[config.mk]
export PLATFORM = sky130hd
export DESIGN_NAME = adc_conv_sched
export DESIGN_NICKNAME = d
export VERILOG_FILES = /design/src/rtl/adc_conv_sched.sv
export SDC_FILE = /design/constraint.sdc
export NUM_CORES = 1
export LEC_CHECK = 0
export ABC_CLOCK_PERIOD_IN_PS = 8500
export CAP_MARGIN = 20
export CORE_ASPECT_RATIO = 0.5
export CORE_UTILIZATION = 35
export CTS_BUF_LIST = sky130_fd_sc_hd__clkbuf_2 sky130_fd_sc_hd__clkbuf_4 sky130_fd_sc_hd__clkbuf_8
export CTS_CLUSTER_DIAMETER = 40
export CTS_CLUSTER_SIZE = 28
export DETAILED_ROUTE_END_ITERATION = 16
export GPL_TIMING_DRIVEN = 1
export HOLD_SLACK_MARGIN = 0.1
export SLEW_MARGIN = 20
export SYNTH_ARGS = -nofsm -noshare
export SYNTH_HDL_FRONTEND = slang
export SYNTH_SLANG_ARGS = --single-unit
[constraint.sdc]
create_clock -name clk_200kHz -period 8.5 [get_ports clk_200kHz]
set_input_delay 0.85 -clock clk_200kHz [delete_from_list [all_inputs] [get_ports clk_200kHz]]
set_output_delay 0.85 -clock clk_200kHz [all_outputs]
set_load 0.02 [all_outputs]
[src/rtl/adc_conv_sched.sv]
`default_nettype none
// ============================================================================
// adc_conv_sched : round-robin ADC conversion scheduler with wake-up and
//                  idle power-down, clocked in the 200 kHz ADC domain.
// Revision 1.0
// ============================================================================
module adc_conv_sched #(
    parameter int NUM_REQ      = 4,
    parameter int ID_W         = 2,
    parameter int DATA_W       = 12,
    parameter int WAKE_CYCLES  = 20,
    parameter int IDLE_TIMEOUT = 64,
    parameter int BUSY_TIMEOUT = 16
) (
    input  logic               clk_200kHz,
    input  logic               reset,
    input  logic [NUM_REQ-1:0] req,
    output logic               PD,
    output logic               ADC_ready,
    output logic               convst,
    output logic [ID_W-1:0]    ch_sel,
    input  logic               adc_busy,
    input  logic [DATA_W-1:0]  adc_data,
    output logic [DATA_W-1:0]  dout,
    output logic               dout_valid,
    output logic [ID_W-1:0]    done_id,
    output logic               busy_err
);

    localparam int C_MAX_AB  = (WAKE_CYCLES > IDLE_TIMEOUT) ? WAKE_CYCLES : IDLE_TIMEOUT;
    localparam int C_CNT_MAX = (C_MAX_AB > BUSY_TIMEOUT) ? C_MAX_AB : BUSY_TIMEOUT;
    localparam int C_CNT_W   = $clog2(C_CNT_MAX + 1);

    localparam logic [C_CNT_W-1:0] C_WAKE_LAST = C_CNT_W'(WAKE_CYCLES - 1);
    localparam logic [C_CNT_W-1:0] C_IDLE_LAST = C_CNT_W'(IDLE_TIMEOUT - 1);
    localparam logic [C_CNT_W-1:0] C_BUSY_LAST = C_CNT_W'(BUSY_TIMEOUT - 1);

    typedef enum logic [2:0] {
        S_PD     = 3'd0,
        S_WAKE   = 3'd1,
        S_IDLE   = 3'd2,
        S_START  = 3'd3,
        S_SETTLE = 3'd4,
        S_WAIT   = 3'd5
    } state_t;

    state_t              r_state;
    state_t              w_next;
    logic [C_CNT_W-1:0]  r_cnt;
    logic [ID_W-1:0]     r_ptr;
    logic [ID_W-1:0]     r_ch_sel;
    logic [DATA_W-1:0]   r_dout;
    logic                r_dout_valid;
    logic [ID_W-1:0]     r_done_id;
    logic                r_busy_err;

    logic                w_found;
    logic [ID_W-1:0]     w_grant;
    int                  w_dist;
    int                  w_best;
    logic                w_grant_en;
    logic                w_capture;
    logic                w_timeout;

    // Round-robin: each requester's distance from the slot after the pointer;
    // the nearest active one wins.
    always_comb begin
        w_found = 1'b0;
        w_grant = '0;
        w_best  = NUM_REQ;
        w_dist  = 0;
        for (int j = 0; j < NUM_REQ; j++) begin
            if (j > int'(r_ptr)) begin
                w_dist = j - int'(r_ptr) - 1;
            end else begin
                w_dist = j + NUM_REQ - int'(r_ptr) - 1;
            end
            if (req[j] && (w_dist < w_best)) begin
                w_best  = w_dist;
                w_found = 1'b1;
                w_grant = ID_W'(j);
            end
        end
    end

    always_ff @(posedge clk_200kHz or posedge reset) begin
        if (reset) begin
            r_state <= S_PD;
        end else begin
            r_state <= w_next;
        end
    end

    always_comb begin
        w_next     = r_state;
        w_grant_en = 1'b0;
        w_capture  = 1'b0;
        w_timeout  = 1'b0;
        case (r_state)
            S_PD: begin
                if (|req) begin
                    w_next = S_WAKE;
                end
            end
            S_WAKE: begin
                if (r_cnt == C_WAKE_LAST) begin
                    w_next = S_IDLE;
                end
            end
            S_IDLE: begin
                // A request on the timeout clock takes priority over power-down.
                if (w_found) begin
                    w_next     = S_START;
                    w_grant_en = 1'b1;
                end else if (r_cnt == C_IDLE_LAST) begin
                    w_next = S_PD;
                end
            end
            S_START: begin
                w_next = S_SETTLE;
            end
            S_SETTLE: begin
                w_next = S_WAIT;
            end
            S_WAIT: begin
                if (!adc_busy) begin
                    w_capture = 1'b1;
                    w_next    = S_IDLE;
                end else if (r_cnt == C_BUSY_LAST) begin
                    w_timeout = 1'b1;
                    w_next    = S_IDLE;
                end
            end
            default: begin
                w_next = S_PD;
            end
        endcase
    end

    // One shared counter serves wake, idle and busy timing; it restarts on
    // every state change.
    always_ff @(posedge clk_200kHz or posedge reset) begin
        if (reset) begin
            r_cnt        <= '0;
            r_ptr        <= ID_W'(NUM_REQ - 1);
            r_ch_sel     <= '0;
            r_dout       <= '0;
            r_dout_valid <= 1'b0;
            r_done_id    <= '0;
            r_busy_err   <= 1'b0;
        end else begin
            if (w_next != r_state) begin
                r_cnt <= '0;
            end else if (r_state != S_PD) begin
                r_cnt <= r_cnt + 1'b1;
            end

            if (w_grant_en) begin
                r_ch_sel <= w_grant;
                r_ptr    <= w_grant;
            end

            r_dout_valid <= w_capture;
            r_busy_err   <= w_timeout;

            if (w_capture) begin
                r_dout <= adc_data;
            end
            if (w_capture || w_timeout) begin
                r_done_id <= r_ch_sel;
            end
        end
    end

    assign PD         = (r_state == S_PD);
    assign ADC_ready  = (r_state == S_IDLE);
    assign convst     = (r_state == S_START);
    assign ch_sel     = r_ch_sel;
    assign dout       = r_dout;
    assign dout_valid = r_dout_valid;
    assign done_id    = r_done_id;
    assign busy_err   = r_busy_err;

endmodule

`default_nettype wire

Yosys cells after proc, flatten, opt, wreduce, memory -nomap -nowiden:

Cells that the tools add are included.

* register bits after elaboration: 30
* input bits: 19
* output and inout bits: 21
* word-level logic and storage cells: 77

* $add $sub $neg: 15
* $lt $le $gt $ge: 7
* equality and inequality tests: 9
* muxes and demuxes: 29
* reduce and logical (&&, ||, !) cells: 9

Operators with widths (number)
* $mux 32: 6
* $lt 32x32->1: 3
* $sub 4x2->5 const B: 4
* $mux 3: 6
* $pmux 3 s6: 1
* $sub 3x2->4 const A: 4
* $mux 7: 2
* $mux 1: 12
* $sub 3x2->4 const B: 3
* $add 7x1->7 const B: 1
* $eq 7x4->1 const B: 1
* $eq 7x5->1 const B: 1
* $eq 7x6->1 const B: 1
* $eq 3x2->1 const B: 2
* $eq 3x3->1 const B: 2
* $sub 2x2->3 const A: 2
* $lt 5x4->1 const B: 1
* $gt 2x2->1 const A: 2
* $logic_and 1x1->1: 4
* $mux 2: 2
* $reduce_or 4->1: 1
* $eq 3x1->1 const B: 1
* $logic_not 3->1: 1
* $ne 3x3->1: 1
* 5 further kinds: 5

Depth between registers and ports, before layout:

Gate-level depths: netlist of run 1.

* word-level depth: 18
* mapped depth: 29

Worst setup path before layout of run 1:

Ideal clock, no wire load.

* path type: reg-to-reg
* start point: register r_ptr[0]
* end point: register r_ch_sel[0], in the netlist ch_sel[0]
* data arrival time: 4.916 ns
* data required time: 8.368 ns
* path slack: 3.452 ns
* stages on the path, launching flop included: 29
* buffers on the path: 1
* clock period less this slack: 5.048 ns
* path through: dfstp_2 buf_6 inv_2 ha_1 inv_1 ha_1 inv_1 nor2_1 inv_1 ha_1 nor3b_2 a21oi_1 a211o_1 mux2_4 inv_1 ha_1 a21o_1 nand3_1 o2111ai_1 a31o_1 nand2_1 o21ai_0 ha_1 nor2_1 nor3b_1 o21ai_0 nor3_4 nor2_1 or3b_1

* longest elaborated chain between the ends: 16
* elaborated cells between the ends (all ways): 40
* those cells by class: add/sub (14); order compare (7); mux (15); reduce/logical (4)

Ends and longest elaborated chain
* from (decl): RTL line 50 `logic [ID_W-1:0] r_ptr;`
* from (signal assigned): RTL line 145 `r_ptr <= ID_W'(NUM_REQ - 1);`
* from (signal assigned): RTL line 160 `r_ptr <= w_grant;`
* $sub 3x2->4: RTL line 76 `w_dist = j + NUM_REQ - int'(r_ptr) - 1;`
* $sub 4x2->5: RTL line 76
* $lt 5x4->1: RTL line 78 `if (req[j] && (w_dist < w_best)) begin`
* $logic_and 1x1->1: RTL line 78
* $mux 32: RTL line 78
* $lt 32x32->1: RTL line 78
* $logic_and 1x1->1: RTL line 78
* $mux 32: RTL line 78
* $lt 32x32->1: RTL line 78
* $logic_and 1x1->1: RTL line 78
* $mux 32: RTL line 78
* $lt 32x32->1: RTL line 78
* $logic_and 1x1->1: RTL line 78
* $mux 1: RTL line 78
* $mux 1: RTL line 112 `if (w_found) begin`
* $mux 1: RTL line 99 `case (r_state)`
* to (signal assigned): RTL line 159 `r_ch_sel <= w_grant;`
* to (decl): RTL line 51 `logic [ID_W-1:0] r_ch_sel;`

Parallel ways exist; a longest one is shown, timed or not.
A chain may end at the register's enable or synchronous reset.

Worst setup path in the final report of run 1:

Ends and elaborated chain as after synthesis.

==> metrics.txt, run 1 <==
status finished, final reports clean; most common cell after layout, fill and taps aside clkdlybuf4s50_1; CTS H-Tree Depth 2; number of global-route vias before repair 1,727; hold slack 0.505 ns; Max-Cap Viols 0; period utilization 66.1%; min setup slack post-route 2.88 ns; clock slew at reported path FFs 0.07 ns; final core occ 47.3%; First-pass DRT Iterations 4; Root Driver clkbuf_8; final worst path period need 5.62 ns; pre-CTS setup slack 2.73 ns; Pint 0.523 mW; routed vias 1,745; gr ovfl total 0; Max Buffers Root-to-Sink 2; Yosys Warn Count 0; Final setup viols 0; first-pass GRT wire length 8010 um; Pwr Density 339 mW/mm^2; combinational share of power 56.6%; Mean Syn Cell Area 9.38 um^2; unrepaired setup endpoints after global routing false; EDFF count, synth 0; Worst VDD drop 176 uV; CTS tree done; Max Freq 178 MHz; commonest cells after routing, fill and taps aside clkdlybuf4s50_1 (39), nor2_1 (28), dfrtp_1 (28); clk_skew 0.00478 ns; vias per cell 5.16; Design Area, Final 0.00264 mm^2; switching power of the nets 0.373 mW; FP Rows 19; layout cells sized above 1 13.6%; Num Clock Sinks 30; postcts setup bufs 0; chip width 111 um; largest net degree at the start of global routing 31; Die H 56.3 um; core area 0.00559 mm^2; drt drc 0; hpwl dp 3610 um; critical path arrival 5.78 ns; Setup CP Type reg2reg; port bufs 39; Worst-Skew Late Latency 0.28 ns; dpl cells 330; Worst Max-Slew Pin Slew 0.646 ns; area grow syn2layout 28.1%; Post-synth ARST share 100%; CTS Hold Bufs 0; ys flop type dfrtp_1; sequential fraction of design power 28.5%; drt total wl 4570 um; Critical Path Sink Type flop; initial antenna violation count 0; Netlist Area Pre-Place 0.00206 mm^2; DR iter-0 viols 104; Post-DP Area 0.00253 mm^2; Finished Layout Cells 338; io pins 40; post-synthesis sequential area ratio 36.5%; post-CTS resize count 0; Mapped Cells 220; Hold Fails Final Rpt 0; Routed WL per cell 13.5 um; Min-Delay Path Class reg2reg; Routed Antenna Nets 0; Leakage 1.19 nW; Placer Congestion 0.903; Synth Register Bits 30; Final #Nets 304; TNS Setup 0 ns; max-slew violation count 0; number of distinct library cells after synthesis 49; top fanout value on the critical path 9; starting density of the core 36.9%; sw frac 41.6%; area of the multi-input gates 0.00124 mm^2; Clock power frac 14.9%; CTS Buf Count 5; register area 753 um^2; die area 0.00622 mm^2; FILL cells 533; total chip power 0.896 mW; CP required 8.66 ns; gr usage total 16.1%; Worst setup SP type flop; Max-slew headroom 56.6%; Diodes inserted 0
## critical path, stage by stage (launching register included)
cell and delay (ns):
dfstp_2 0.64, inv_2 0.10, ha_1 0.24, inv_1 0.06, ha_1 0.18, inv_1 0.07, nor2_1 0.14, inv_1 0.07
ha_1 0.29, nor3b_2 0.24, a21oi_1 0.10, a211o_1 0.36, mux2_4 0.36, inv_1 0.06, ha_1 0.23, a21o_1 0.18
nand3_1 0.08, o2111ai_1 0.16, a31o_1 0.29, nand2_1 0.07, o21ai_0 0.08, ha_1 0.28, nor2_1 0.04, nor3b_1 0.25
o21ai_0 0.23, nor3_4 0.19, nor2_1 0.09, or3b_1 0.39
## routing by layer
layer  wire (um)  GRT usage [%]  vias to the layer above
met5           0              0                        -
met4          82           6.29                        0
met3         176           3.46                       11
met2        2210           27.3                       39
met1        2100           20.4                      838
li1            -              -                      857
## registers in the layout, indices dropped and copies added, names as in the netlist
name        cells
dout           12
r_cnt           7
r_state         3
ch_sel          2
done_id         2
r_ptr           2
busy_err        1
dout_valid      1
## power groups by stage
stage | sequential, mW | clock (mW) | combinational, mW
global route | 0.268 | 0.144 | 0.566
CTS | 0.257 | 0.139 | 0.512
detailed placement | 0.260 | 0 | 0.509
global placement | 0.255 | 0 | 0.501
finish | 0.256 | 0.133 | 0.507
floorplan | 0.289 | 0 | 0.312
## final timing paths
kind                           from         to  cells past startpoint  slack (ns)
hold / removal              dout[2]    dout[2]                      1        0.50
hold reg to reg             dout[2]    dout[2]                      1        0.50
min in group asynchronous     reset    dout[5]                      2        0.97
max in group asynchronous     reset    dout[1]                      2        7.11
setup reg to reg           r_ptr[0]  ch_sel[0]                     27        2.88
setup / recovery           r_ptr[0]  ch_sel[0]                     27        2.88
## synthesized netlist by cell type (all sizes together) (2+ instances only)
cell	count	area, um^2
inv	16	60.1
mux2i	2	20.0
dfstp	2	52.6
a21oi	6	30.0
xor2	4	35.0
mux2	15	173
nor2b	3	18.8
o21ai	10	50.1
nand2	18	67.6
a31o	3	26.3
nand4	2	12.5
conb	2	7.51
nand3	6	30.0
a21o	4	30.0
xnor2	4	35.0
and3	4	25.0
nor2	28	105
o2111ai	4	41.3
dfrtp	28	701
nor3b	3	27.5
nor3	8	51.3
clkbuf	4	15.0
nand2b	3	18.8
or4	2	15.0
a31oi	2	18.8
ha	21	263
## cells by family (layout without fill, tap and decap cells)
logic type / Yosys count / in the layout / share of synthesized area (%)
other: 2 / 5 / 0.364
AO/OA/AOI/OAI: 39 / 39 / 13.7
XOR/XNOR: 8 / 8 / 3.40
multiplexers: 17 / 17 / 9.34
AND/OR/NAND/NOR: 82 / 82 / 19.8
buffers and inverters: 21 / 63 / 4.18
flip-flops: 30 / 30 / 36.5
adder cells (fa/ha/maj): 21 / 21 / 12.7
## area by class of cell
type,count,share of cell area (%)
Timing Repair Buffer,39,14.8
Inverter,16,2.27
Tap cell,73,3.46
Sequential cell,30,28.5
Multi-Input combinational cell,172,46.8
Clock buffer,8,4.17
Note: power is estimated with default switching activity, not from simulation.
==> run 2: changes to the inputs <==
--- a/config.mk
+++ b/config.mk
@@ -5,7 +5,7 @@
 export SDC_FILE = /design/constraint.sdc
 export NUM_CORES = 1
 export LEC_CHECK = 0
-export ABC_CLOCK_PERIOD_IN_PS = 8500
+export ABC_CLOCK_PERIOD_IN_PS = 4700
 export CAP_MARGIN = 20
 export CORE_ASPECT_RATIO = 0.5
 export CORE_UTILIZATION = 35
==> constraint.sdc (replaced) <==
create_clock -name clk_200kHz -period 4.7 [get_ports clk_200kHz]
set_input_delay 0.47 -clock clk_200kHz [delete_from_list [all_inputs] [get_ports clk_200kHz]]
set_output_delay 0.47 -clock clk_200kHz [all_outputs]
set_load 0.02 [all_outputs]
==> run 2 against run 1 <==
  * The flow now finishes with violations (setup timing)
  * Cell count up 11%
  * Die area unchanged
  * Sequential power up 79%
  * Largest cell class unchanged
  * Flip-flop and latch count unchanged
  * Total power up 130%
  * Worst hold slack better by 0.0014 ns
  * Worst setup slack worse by 3.0 ns
  * Clock-buffer cell count down 1
  * Register-to-register slack worse by 3.0 ns
==> metrics.txt, run 2 (synthesis results as in run 1) <==
status complete, but fails checks (was finished, final reports clean); violated checks setup timing; number of global-route vias before repair 1,871 (was 1,727); max-slew violation count 0 (unchanged); port bufs 39 (unchanged); Design Area, Final 0.00317 mm^2 (was 0.00264 mm^2); Routed Antenna Nets 0 (unchanged); CP required 4.85 ns (was 8.66 ns); dpl cells 354 (was 330); met1 usage 22.0% (was 20.4%); area of the multi-input gates 0.00147 mm^2 (was 0.00124 mm^2); DR iter-0 viols 92 (was 104); FILL cells 487 (was 533); CTS tree done (unchanged); Worst setup SP type flop (unchanged); grt met2 use 29.7% (was 27.3%); Placer Congestion 0.829 (was 0.903); drt drc 0 (unchanged); Post-DP Area 0.00280 mm^2 (was 0.00253 mm^2); Diodes inserted 0 (unchanged); commonest cells after routing, fill and taps aside clkdlybuf4s50_1 (39), buf_4 (36), dfrtp_1 (28) (was clkdlybuf4s50_1 (39), nor2_1 (28), dfrtp_1 (28)); Worst Max-Slew Pin Slew 0.637 ns (was 0.646 ns); initial antenna violation count 0 (unchanged); die area 0.00622 mm^2 (unchanged); First-pass DRT Iterations 4 (unchanged); top fanout value on the critical path 7 (was 9); drt total wl 5180 um (was 4570 um); critical path arrival 5.02 ns (was 5.78 ns); Final #Nets 342 (was 304); met3 Use GR 2.81% (was 3.46%); core area 0.00559 mm^2 (unchanged); Max Freq 205 MHz (was 178 MHz); Worst VDD drop 296 uV (was 176 uV); Critical Path Sink Type flop (unchanged); starting density of the core 36.9% (unchanged); gr ovfl total 0 (unchanged); grt peak-use layer met2 (unchanged); Die H 56.3 um (unchanged); routed vias 1,856 (was 1,745); Setup CP Type reg2reg (unchanged); register area 753 um^2 (unchanged); FP Rows 19 (unchanged); max reg flops 12 (unchanged); layout cells sized above 1 36.6% (was 13.6%); Max-Cap Viols 0 (unchanged); vias per cell 4.94 (was 5.16); Worst-Skew Late Latency 0.27 ns (was 0.28 ns); Root Driver clkbuf_8 (unchanged); Pwr Density 656 mW/mm^2 (was 339 mW/mm^2); Leakage 1.39 nW (was 1.19 nW); Num Clock Sinks 30 (unchanged); clock slew at reported path FFs 0.06 ns (was 0.07 ns); Min-Delay Path Class reg2reg (unchanged); largest net degree at the start of global routing 31 (unchanged); most common cell after layout, fill and taps aside clkdlybuf4s50_1 (unchanged); chip width 111 um (unchanged); period utilization 104% (was 66.1%); CTS H-Tree Depth 2 (unchanged); final worst path period need 4.87 ns (was 5.62 ns); unrepaired setup endpoints after global routing true (was false); Final setup viols 8 (was 0); area grow syn2layout 53.9% (was 28.1%); Max Buffers Root-to-Sink 2 (unchanged); CTS Hold Bufs 0 (unchanged); hold slack 0.506 ns (was 0.505 ns); Finished Layout Cells 376 (was 338); io pins 40 (unchanged); Max-slew headroom 57.3% (was 56.6%); min setup slack post-route -0.167 ns (was 2.88 ns); CTS Buf Count 5 (unchanged); gr usage total 17.2% (was 16.1%); Hold Fails Final Rpt 0 (unchanged); Routed WL per cell 13.8 um (was 13.5 um); hpwl dp 3780 um (was 3610 um); first-pass GRT wire length 8540 um (was 8010 um); clk_skew 0.00217 ns (was 0.00478 ns)
run 2: repair_timing:
| action | CTS | global route |
|---|---|---|
| endpoints found under the hold margin | 0 | 0 |
| setup endpoints to repair | 9 | 13 |
| gates resized for setup | 16 | 20 |
| setup buffers | 8 | 6 |
| pin swaps | 14 | 19 |
run 2: final timing paths:
path                               to  slack [ns]       start  cells past startpoint
setup / recovery             r_cnt[2]       -0.17    r_ptr[0]                     25
hold reg to reg            done_id[0]        0.51  done_id[0]                      1
hold / removal             done_id[0]        0.51  done_id[0]                      1
max in group asynchronous    r_cnt[0]        3.70       reset                      2
min in group asynchronous     dout[7]        0.60       reset                      2
setup reg to reg             r_cnt[2]       -0.17    r_ptr[0]                     25
run 2: layer usage:
layer	vias to the layer above	wire (um)
li1	939	-
met1	892	2420
met2	23	2650
met3	2	87
met4	0	21
met5	-	0
run 2: area by class of cell:
type / count / share of cell area [%]
Clock buffer: 7 / 2.64
Clock inverter: 1 / 0.946
Inverter: 16 / 2.13
Multi-Input combinational cell: 172 / 46.2
Sequential cell: 30 / 23.7
Tap cell: 73 / 2.88
Timing Repair Buffer: 77 / 21.5
run 2: worst max-delay path: stages, from the launching register on:
cell and delay [ns]:
dfstp_2 0.57, inv_6 0.05, ha_4 0.16, inv_2 0.06, ha_4 0.13, inv_4 0.04, nor2_4 0.08, inv_2 0.05
ha_4 0.26, nor3b_4 0.21, a21oi_2 0.07, a211o_1 0.34, mux2i_2 0.28, ha_1 0.34, o21ai_0 0.14, o2111ai_2 0.19
a31o_4 0.26, buf_4 0.14, o21ai_2 0.12, ha_1 0.17, nor3b_4 0.19, o21ai_2 0.07, or2_4 0.24, a31o_4 0.22
o2111ai_4 0.27, nor2_1 0.08
run 2: through the flow:
| stage | TNS (ns) | worst slack, ns | power, mW | utilization (%) |
|---|---|---|---|---|
| 5_1_grt | -3.32 | -0.379 | 2.23 | 56.8 |
| 6_report | -1.20 | -0.167 | 2.08 | 56.8 |
| 2_1_floorplan | -0.260 | -0.0490 | 1.16 | - |
| 3_5_place_dp | -1.53 | -0.201 | 1.56 | 50.1 |
| 3_3_place_gp | -1.01 | -0.137 | 1.53 | 50.1 |
| 4_1_cts | -0.302 | -0.0571 | 1.93 | 54.4 |
run 2: power breakdown:
| part | internal (mW) | leakage, nW | switching, mW |
|---|---|---|---|
| Combinational | 0.704 | 0.953 | 0.663 |
| Sequential | 0.369 | 0.379 | 0.0878 |
| Clock | 0.170 | 0.0593 | 0.0891 |
| Total | 1.24 | 1.39 | 0.840 |
==> variant, RTL diff (config.mk and constraints of run 1) <==
Register the output `busy_err` once more, cleared by the reset; this adds one clock of latency there. The other outputs are not delayed to match.
--- a/src/rtl/adc_conv_sched.sv
+++ b/src/rtl/adc_conv_sched.sv
@@ -180,5 +180,11 @@
     assign dout_valid = r_dout_valid;
     assign done_id    = r_done_id;
-    assign busy_err   = r_busy_err;
+    always_ff @(posedge clk_200kHz or posedge reset) begin
+        if (reset) begin
+            busy_err <= '0;
+        end else begin
+            busy_err <= r_busy_err;
+        end
+    end
 
 endmodule
Formal check against the unedited RTL: no difference found for any inputs over 10 cycles, from zero or initial values and one cycle with reset high; that may be too few to reach the edited logic, so the function may still have changed.
==> variant against run 1 <==
- sequential cell count increased by 1
- final area rose by 1.7%
- routed wire length decreased by 1.6%
- synthesized area up 3.3%
- power rose by 27%
- worst setup slack got worse by 670 ps
- count of clock-buffer cells in the layout decreased by 1
==> variant: results (changes against run 1) <==
outcome: "finished clean"
grt.total_usage: 0.154  # -0.00715
grt_pass1_vias: 1715  # -0.69%
rrSetupSlack_ps: 2210  # -670 ps
hp-start: "r_busy_err"
skew_ps: 7.05  # +2.27 ps
worst_pin_slew_ps: 1020  # +375 ps
synthDistinctLibCells: 48  # -2.0%
yosys-top-cells-area: "dfrtp_1, ha_1, mux2_2"
via_per_inst: 5.09  # -1.4%
yosys.area_share.adder: 0.123  # -0.00411
whs_ps: 365  # -140 ps
synthMuxAreaShare: 0.0921  # -0.00125
hpwlAfterDp_um: 3630  # +0.32%
die_w_um: 112  # +1.6%
synth_seq_area_share: 0.365  # about the same
synth_xor_area_frac: 0.0329  # -0.00110
clockBufferDepth: 2  # unchanged
drive_gt1_frac: 0.114  # -0.0219
hold_end: "busy_err"
reg2regPathDepth: 28  # +3.7%
synth-compound-area-share: 0.134  # -0.00266
cp_slowest_stage_delay_ps: 660  # +20 ps
min_path_cells: 0  # -1
r2r-end: "r_ptr[0]"
grt_pass1_wl_um: 7780  # -2.9%
leakagePower_nw: 1.23  # +2.8%
fillers: 545  # +2.3%
io_buffers: 39  # unchanged
first_iter_violations: 45  # -57%
critPathSlowestCell: "dfstp_2"
post_drt_wl_per_cell_um: 13.0  # -3.6%
synth_commonest_cells: "nand2_1, dfrtp_1, nor2_1"
grt_max_degree: 32  # +3.2%
finalNonFillerCells: 345  # +2.1%
placed_cells: 337  # +2.1%
arrival_ps: 6500  # +720 ps
vdd_drop_max_mv: 0.138  # -22%
yosys.area.top_type: "dfrtp_1"
gp_congestion: 0.899  # -0.44%
fin_nets: 311  # +2.3%
dpl-instance-area_sq_um: 2590  # +2.5%
[variant: changes by cell type after synthesis, sizes merged, moves of 4 or more]
| cell | change |
|---|---|
| nand2b | +4 |
| nor2 | -5 |
| o2111ai | -4 |
| nor3 | -5 |
| inv | -5 |
| and2 | +4 |
| nand2 | +16 |
[variant: routing by layer]
metal,up-vias,track usage,share of wire
met5,-,0,0
met1,838,0.189,0.48
li1,874,-,-
met3,14,0.0319,0.020
met4,0,0.0743,0.030
met2,30,0.265,0.47
[variant: cells by family (layout without fill, tap and decap cells)]
group,count (synthesis),after routing
adders and majority gates,21,21
AOI/OAI and AO/OA,37,37
and+or+nand+nor,93,93
muxes,18,18
xor gates and xnor gates,8,8
buffers and inverters,17,59
DFF,31,31
other,2,5
[variant: how the worst max path moves through the flow]
| stage | slack [ps] | startpoint | end | cells past startpoint |
|---|---|---|---|---|
| global route | 1650 | r_ptr[0] | r_ptr[0] | 27 |
| CTS | 2200 | r_ptr[0] | r_ptr[0] | 28 |
| finish | 2210 | r_ptr[0] | r_ptr[0] | 28 |
| detailed placement | 2250 | r_ptr[0] | r_ptr[0] | 26 |
| floorplan | 2900 | r_ptr[0] | r_ptr[0] | 29 |
| global placement | 2430 | req[0] | r_ptr[0] | 23 |
[variant: critical path, delay by kind of cell, from the launching register on]
family	cells	cell delay, ps
AO/OA/AOI/OAI	12	2550
AND/OR/NAND/NOR	8	1290
adder cells (fa/ha/maj)	5	1250
flip-flops	1	660
multiplexers	1	250
buffers and inverters	2	240
[variant: power by group]
part           internal (mW)  switching, mW  total (mW)
Clock                 0.0684         0.0505       0.119
Combinational          0.348          0.415       0.763
Sequential             0.209         0.0502       0.259
Total                  0.625          0.516        1.14
[variant: layout make-up]
type,count,area [sq um],area share
flip-flops and latches,31,778,0.290
clock inverters,1,5.00,0.00186
multi-input cells,182,1280,0.478
inverters,11,41.3,0.0154
well taps,73,91.3,0.0340
clock buffers,7,90.1,0.0335
repair buffers,40,398,0.148
[variant: through the flow]
| stage | total power, mW | setup slack [ps] |
|---|---|---|
| floorplan | 0.807 | 2900 |
| global placement | 0.997 | 2430 |
| detailed placement | 1.02 | 2250 |
| CTS | 1.15 | 2200 |
| global route | 1.25 | 1650 |
| finish | 1.14 | 2210 |
